File: src/rtl/addsub_seq_ctrl.sv
// addsub_seq_ctrl: WIDTH-bit add/subtract computed over WIDTH/4 cycles on a
// single 4-bit adder-subtractor slice. The least-significant nibble is done
// first, and the inter-slice carry is held in a register.
// WIDTH must be a multiple of 4 and at least 8.
// Optional feature: define ADDSUB_SEQ_OVF_EN to add the signed overflow
// port and its register.
module addsub_seq_ctrl #(
  parameter int WIDTH = 16
) (
  input  logic             clk,
  input  logic             rst_n,
  input  logic             clear,
  input  logic             start_valid,
  output logic             start_ready,
  input  logic [WIDTH-1:0] a,
  input  logic [WIDTH-1:0] b,
  input  logic             sub,
  output logic             res_valid,
  input  logic             res_ready,
  output logic [WIDTH-1:0] result,
  output logic             carry
`ifdef ADDSUB_SEQ_OVF_EN
  ,
  output logic             overflow
`endif
);

  localparam int NSLICE = WIDTH / 4;
  localparam int IDX_W  = (NSLICE > 1) ? $clog2(NSLICE) : 1;
  localparam logic [IDX_W-1:0] LAST_IDX = IDX_W'(NSLICE - 1);

  typedef enum logic [1:0] {
    IDLE = 2'd0,
    RUN  = 2'd1,
    DONE = 2'd2
  } state_e;

  state_e             state_q, state_d;
  logic [IDX_W-1:0]   idx_q, idx_d;
  logic [WIDTH-1:0]   a_q, a_d;
  logic [WIDTH-1:0]   b_q, b_d;
  logic               sub_q, sub_d;
  logic               carry_q, carry_d;
  logic [WIDTH-1:0]   result_q, result_d;
`ifdef ADDSUB_SEQ_OVF_EN
  logic               ovf_q, ovf_d;
`endif

  // Bit offset of the current slice (idx * 4).
  logic [IDX_W+1:0]   bit_base;
  logic [3:0]         a_nib;
  logic [3:0]         b_nib;
  logic [4:0]         nib;

  // Slice datapath: one 4-bit add of a, b (inverted for subtract) and the carry register.
  always_comb begin
    bit_base = {idx_q, 2'b00};
    a_nib    = a_q[bit_base +: 4];
    b_nib    = b_q[bit_base +: 4] ^ {4{sub_q}};
    nib      = {1'b0, a_nib} + {1'b0, b_nib} + {4'b0000, carry_q};
  end

  // Next-state and register-update logic. clear overrides every other transition.
  always_comb begin
    // NOTE: every variable gets a default first, so no path leaves one unassigned and no latch is inferred.
    state_d  = state_q;
    idx_d    = idx_q;
    a_d      = a_q;
    b_d      = b_q;
    sub_d    = sub_q;
    carry_d  = carry_q;
    result_d = result_q;
`ifdef ADDSUB_SEQ_OVF_EN
    ovf_d    = ovf_q;
`endif

    if (clear) begin
      state_d = IDLE;
      idx_d   = '0;
    end else begin
      case (state_q)
        IDLE: begin
          if (start_valid) begin
            a_d     = a;
            b_d     = b;
            sub_d   = sub;
            // A carry-in of 1 together with the inverted B gives two's-complement subtract.
            carry_d = sub;
            idx_d   = '0;
            state_d = RUN;
          end
        end
        RUN: begin
          result_d[bit_base +: 4] = nib[3:0];
          carry_d                 = nib[4];
          idx_d                   = idx_q + 1'b1;
          if (idx_q == LAST_IDX) begin
            idx_d   = '0;
            state_d = DONE;
`ifdef ADDSUB_SEQ_OVF_EN
            // The operands agree in sign on the effective B, and the result sign differs from A.
            ovf_d = (a_q[WIDTH-1] == (b_q[WIDTH-1] ^ sub_q)) &&
                    (nib[3] != a_q[WIDTH-1]);
`endif
          end
        end
        DONE: begin
          if (res_ready) state_d = IDLE;
        end
        default: state_d = IDLE;
      endcase
    end
  end

  // State and datapath registers.
  always_ff @(posedge clk or negedge rst_n) begin
    if (!rst_n) begin
      // NOTE: operand registers are reset along with the visible outputs; they are small flops, not a memory array.
      state_q  <= IDLE;
      idx_q    <= '0;
      a_q      <= '0;
      b_q      <= '0;
      sub_q    <= 1'b0;
      carry_q  <= 1'b0;
      result_q <= '0;
`ifdef ADDSUB_SEQ_OVF_EN
      ovf_q    <= 1'b0;
`endif
    end else begin
      // NOTE: sequential state uses non-blocking assignments so all flops update together at the edge.
      state_q  <= state_d;
      idx_q    <= idx_d;
      a_q      <= a_d;
      b_q      <= b_d;
      sub_q    <= sub_d;
      carry_q  <= carry_d;
      result_q <= result_d;
`ifdef ADDSUB_SEQ_OVF_EN
      ovf_q    <= ovf_d;
`endif
    end
  end

  assign start_ready = (state_q == IDLE);
  assign res_valid   = (state_q == DONE);
  assign result      = result_q;
  assign carry       = carry_q;
`ifdef ADDSUB_SEQ_OVF_EN
  assign overflow    = ovf_q;
`endif

endmodule

File: config.mk
export PLATFORM = sky130hd
export DESIGN_NAME = addsub_seq_ctrl
export DESIGN_NICKNAME = d
export VERILOG_FILES = /design/src/rtl/addsub_seq_ctrl.sv
export SDC_FILE = /design/constraint.sdc
export NUM_CORES = 1
export LEC_CHECK = 0
export ABC_CLOCK_PERIOD_IN_PS = 6400
export BUFFER_PORTS_ARGS = -buffer_cell sky130_fd_sc_hd__buf_2
export CORE_ASPECT_RATIO = 0.75
export CORE_UTILIZATION = 40
export CTS_BUF_LIST = sky130_fd_sc_hd__clkbuf_4
export CTS_CLUSTER_DIAMETER = 60
export DETAILED_ROUTE_END_ITERATION = 6
export GPL_TIMING_DRIVEN = 0
export PLACE_DENSITY_LB_ADDON = 0.3
export SLEW_MARGIN = 40
export SYNTH_ARGS = -nofsm -noshare
export SYNTH_HDL_FRONTEND = slang
export SYNTH_SLANG_ARGS = --single-unit
File: constraint.sdc
create_clock -name clk -period 6.4 [get_ports clk]
set_input_delay 0 -clock clk [delete_from_list [all_inputs] [get_ports clk]]
set_output_delay 0 -clock clk [all_outputs]
set_load 0.005 [all_outputs]
# Word level (Yosys, flattened, before mapping)
# Index checks and enable logic that the tools add are counted.
# Widths: inputs -> output; s select.
[word_totals] reg_bits=54 inputBits=38 output_inout_bits=19
[op_classes] addsub=4 eq_ne=7 shifts=4 muxes=12 bitwise_logic=2 reduce_logical=8
[ops] operator="$shiftx 16x5->4" count=2
[ops] operator="$bwmux 16" count=1
[ops] operator="$shift 4x6->16 const A" count=1
[ops] operator="$shiftx 4x6->16" count=1
[ops] operator="$mux 2" count=7
[ops] operator="$reduce_and 3->1" count=3
[ops] operator="$ne 3x3->1 const B" count=2
[ops] operator="$neg 4->6" count=1
[ops] operator="$pmux 2 s3" count=1
[ops] operator="$add 4x4->5" count=1
[ops] operator="$add 5x1->5" count=1
[ops] operator="$eq 2x2->1 const B" count=2
[ops] operator="$pmux 2 s2" count=1
[ops] operator="$reduce_and 2->1" count=2
[ops] operator="$xor 4x4->4" count=1
[ops] operator="$ne 3x2->1 const B" count=1
[ops] operator="$reduce_bool 3->1" count=1
[ops] operator="$add 2x1->2 const B" count=1
[ops] operator="$eq 2x1->1 const B" count=1
[ops] operator="$logic_not 2->1" count=1
[ops] operator="$ne 2x2->1 const B" count=1
[ops] operator="$pmux 1 s2" count=1
[ops] operator="$reduce_bool 2->1" count=1
[ops] operator="$mux 1" count=1
[ops] operator="$not 1->1" count=1

# Depth between registers and ports, before layout
[logic_depth] ltp_word=6 mapped_depth=9 ltp_nobuf=8

# Least setup slack after synthesis
# OpenSTA, ideal clock, no wires.
[synth_path] kind="flip-flop to flip-flop" start="register idx_q[0]" end="register carry_q (netlist: carry)" setup_ns=0.132 arrival_time_ns=2.513 slack_ns=3.754 stages_incl_launch_ff=10 cell_sequence="dfrtp_1 buf_2 mux4_2 xnor2_1 fa_1 inv_1 fa_1 a21o_1 a211oi_1 o22ai_1"
[synth_via] elab_chain_cells=5 elab_cells_between_ends=6 cone_classes="add/sub: 2; shift: 2; mux: 1; bitwise: 1"
[synth_lines] item="start: declaration" line_no="39" text="logic [IDX_W-1:0] idx_q, idx_d;"
[synth_lines] item="start signal: assignment" line_no="132" text="idx_q <= idx_d;"
[synth_lines] item="$shiftx 16x5->4" line_no="59" text="b_nib = b_q[bit_base +: 4] ^ {4{sub_q}};"
[synth_lines] item="$xor 4x4->4" line_no="59"
[synth_lines] item="$add 4x4->5 *" line_no="60" text="nib = {1'b0, a_nib} + {1'b0, b_nib} + {4'b0000, carry_q};"
[synth_lines] item="$add 5x1->5 *" line_no="60"
[synth_lines] item="$pmux 1 s2 *" line_no="81" text="case (state_q)"
[synth_lines] item="end signal: assignment" line_no="136" text="carry_q <= carry_d;"
[synth_lines] item="end: declaration" line_no="43" text="logic carry_q, carry_d;"
# Mark *: on every way between the ends. The rest lies on a longest branch, timed or not.
# A chain may end at the register's enable or synchronous reset.

# Worst setup path after layout
[layout_path] start="register idx_q[0]" end="register result_q[10] (netlist: result[10])"
[layout_via] elab_chain_cells=6 elab_cells_between_ends=9 cone_classes="add/sub: 3; shift: 4; mux: 1; bitwise: 1"
[layout_lines] item="$shiftx 16x5->4" line_no="59"
[layout_lines] item="$xor 4x4->4" line_no="59"
[layout_lines] item="$add 4x4->5" line_no="60"
[layout_lines] item="$add 5x1->5" line_no="60"
[layout_lines] item="$shiftx 4x6->16" line_no="94" text="result_d[bit_base +: 4] = nib[3:0];"
[layout_lines] item="$bwmux 16 *" line_no="94"
[layout_lines] item="end signal: assignment" line_no="137" text="result_q <= result_d;"
[layout_lines] item="end: declaration" line_no="44" text="logic [WIDTH-1:0] result_q, result_d;"
# Marks and branches as above.

==> flow_summary.yaml <==
route:
  dr_total_vias: 1812
  first_pass_iters: 4
  drt_wl_total_um: 5170
  postRouteAntennaNets: 0
  drtIter0Drc: 60
  drcViolationCount: 0
  routed_via_density: 4.90
  wl_per_cell_um: 14.0
grt:
  grt_max_degree: 55
  grt.overflow.total: 0
  grtUsageTotal_pct: 17.2
  grt_antenna_before_repair: 0
  grt_pass1_wl_um: 8630
  first_global_vias: 1820
synthesis:
  synth_compound_area_share_pct: 6.45
  synthFlopType: "dfrtp_1"
  synth_mux_area_share_pct: 21.7
  synth_cell_types: 34
  yosys.area_share.adder_pct: 6.01
  ys_ff_latch: 54
  yosys.area_share.simple_pct: 8.32
  synth_cells: 193
  synth_fp_nets: 242
  syn_area_mm2: 0.00254
  synth_top_family_by_area: "multiplexers"
  yosys-top-cells-area: "dfrtp_1, mux2_2, mux4_2"
  yosysSeqAreaShare_pct: 53.2
  async_flop_share_pct: 100
  synth_common_cells: "dfrtp_1, mux2_2, nand2_1"
  yosysMostFrequentCell: "dfrtp_1"
  synth_edf_count: 0
  synth_top_area_cell: "dfrtp_1"
  syn_area_per_cell_um2: 13.2
  synth_top_cell_area_share_pct: 53.2
  yosysWarnings: 0
  yosys.area_share.xor_xnor_pct: 2.07
critical_path:
  crit_required_ns: 6.66
  r2r-start: "idx_q[0]"
  reg2reg_slack_ns: 3.40
  cp-start-kind: "flop"
  worstPathArrival_ns: 3.27
  crit_path_max_fanout: 10
  reg2regPathDepth: 8
  r2r_end: "result[10]"
  worstSetupEndpointType: "flop"
  path_class: "flop to flop"
sta:
  post-route-min-period_ns: 3.00
  setup_tns_ns: 0
  setup_viol: 0
  fin_skew_ns: 0.00525
  worst_slew_pin_slew_ns: 0.673
  grt_setup_unrepaired: "no"
  finalHoldViolations: 0
  timing.final.crit_share_pct: 46.9
  clock.fmax_ghz: 0.333
  max_slew_margin_pct: 55.2
  slew_violations: 0
min_path:
  hold_depth: 4
  worstHoldEndpoint: "idx_q[0]"
  hold_class: "input port to flop"
  hp-start: "start_valid"
clocking:
  clkSlewWorstSetupHoldPaths_ns: 0.14
  postCtsSetupBuffers: 0
  cts_root_buffer: "clkbuf_4"
  cts_buffer_depth: 2
  clock_sinks: 54
  cts_tree: "yes"
  cts_buffers: 5
  htreeDepth: 2
  clock_latency_ns: 0.37
power_and_ir_drop:
  powerDensity_mw_per_mm2: 266
  power.leakage_nw: 1.56
  ir_drop_mv: 0.140
layout:
  drive_gt1_share_pct: 37.7
  n_antenna_cell: 0
  stdcell_area_mm2: 0.00333
  areaGrowthSynthToFinish_pct: 31.2
  fillers: 512
  nets: 341
placement:
  place_congestion: 0.742
  placed_area_mm2: 0.00292
  io_buffers: 56
  dpl.hpwl_um: 3640
die:
  start_util_pct: 42.5
  die_h_um: 71.0
  die_x_um: 94.0
  rows: 24
  ioPinCount: 57
  die_area_mm2: 0.00668
  fp.coreArea_mm2: 0.00598
flow_run:
  maxCapViolCount: 0
outcome:
  status: "finished, final reports clean"
==> flip-flops by register name (all words and copies together) (netlist names) <==
signal   count
a_q         16
b_q         16
carry        1
idx_q        2
result      16
state_q      2
sub_q        1
==> critical path, cell delays in order, from the launching register on <==
cell	delay [ns]
dfrtp_1	0.50
buf_2	0.38
mux4_2	0.57
xnor2_1	0.19
fa_1	0.20
inv_1	0.06
fa_1	0.40
xnor2_1	0.22
o41ai_1	0.38
==> what timing repair did <==
item                      CTS  global route
resized for setup           0             0
hold endpoints to repair   91             0
hold buffers               36             0
==> cells by family after synthesis <==
| kind of cell | count (synthesis) |
|---|---|
| flops | 54 |
| mux | 41 |
| simple gates | 40 |
| compound gates | 27 |
| buf+inv | 14 |
| fa+ha+maj | 11 |
| xor+xnor | 6 |
==> placed cells by master, fill, tap and decap left out, drive strengths merged, types with 3 or more instances in the layout <==
cell / Yosys / final
ha: 9 / 9
buf: 5 / 61
o21ai: 14 / 14
mux4: 8 / 8
nor2: 7 / 7
xor2: 4 / 4
mux2: 33 / 33
dlygate4sd3: 0 / 36
clkbuf: 1 / 8
a21o: 3 / 3
dfrtp: 54 / 54
inv: 8 / 8
nand2: 23 / 23
==> final cells by class <==
| cell class | instances | area, um^2 | area share [%] |
|---|---|---|---|
| flip-flops and latches | 54 | 1350 | 40.5 |
| multi-input cells | 125 | 1130 | 34.0 |
| repair buffers | 92 | 643 | 19.3 |
| well taps | 78 | 97.6 | 2.93 |
| clock buffers | 7 | 52.6 | 1.58 |
| inverters | 8 | 30.0 | 0.901 |
| plain buffers | 6 | 27.5 | 0.826 |
==> how the worst max path moves through the flow <==
stage	cells past startpoint	slack [ns]	startpoint	end
2_1_floorplan	9	3.75	idx_q[0]	carry
3_3_place_gp	8	3.42	idx_q[0]	result[10]
3_5_place_dp	8	3.41	idx_q[0]	result[10]
4_1_cts	8	3.37	idx_q[0]	result[10]
5_1_grt	8	3.18	idx_q[0]	result[10]
6_report	8	3.40	idx_q[0]	result[10]
==> layer usage <==
metal	vias to the layer above	wire (um)	GRT usage (%)	share of wire, %
met5	-	0	0	0
met4	0	63	5.13	1.2
met3	9	298	4.19	5.8
met2	56	2270	26.5	44
met1	867	2540	24.3	49
li1	880	-	-	-
==> power breakdown <==
part           switching [W]  total (W)  internal (W)
logic               0.000153   0.000304      0.000150
clock network       0.000101   0.000151     0.0000502
registers          0.0000312   0.000432      0.000401
total               0.000286   0.000887      0.000601
==> metrics by stage <==
step | total power [W] | setup slack [ns] | cells | hold WS (ns) | utilization [%]
3_5_place_dp | 0.000734 | 3.41 | 327 | 0.0920 | 48.9
3_3_place_gp | 0.000726 | 3.42 | 327 | 0.227 | 48.8
2_1_floorplan | 0.000631 | 3.75 | 193 | -0.296 | -
6_report | 0.000887 | 3.40 | 370 | 0.0433 | 55.8
5_1_grt | 0.000950 | 3.18 | 370 | 0.0319 | 55.8
4_1_cts | 0.000899 | 3.37 | 370 | 0.0110 | 55.8
Note: power is estimated with default switching activity, not from simulation.
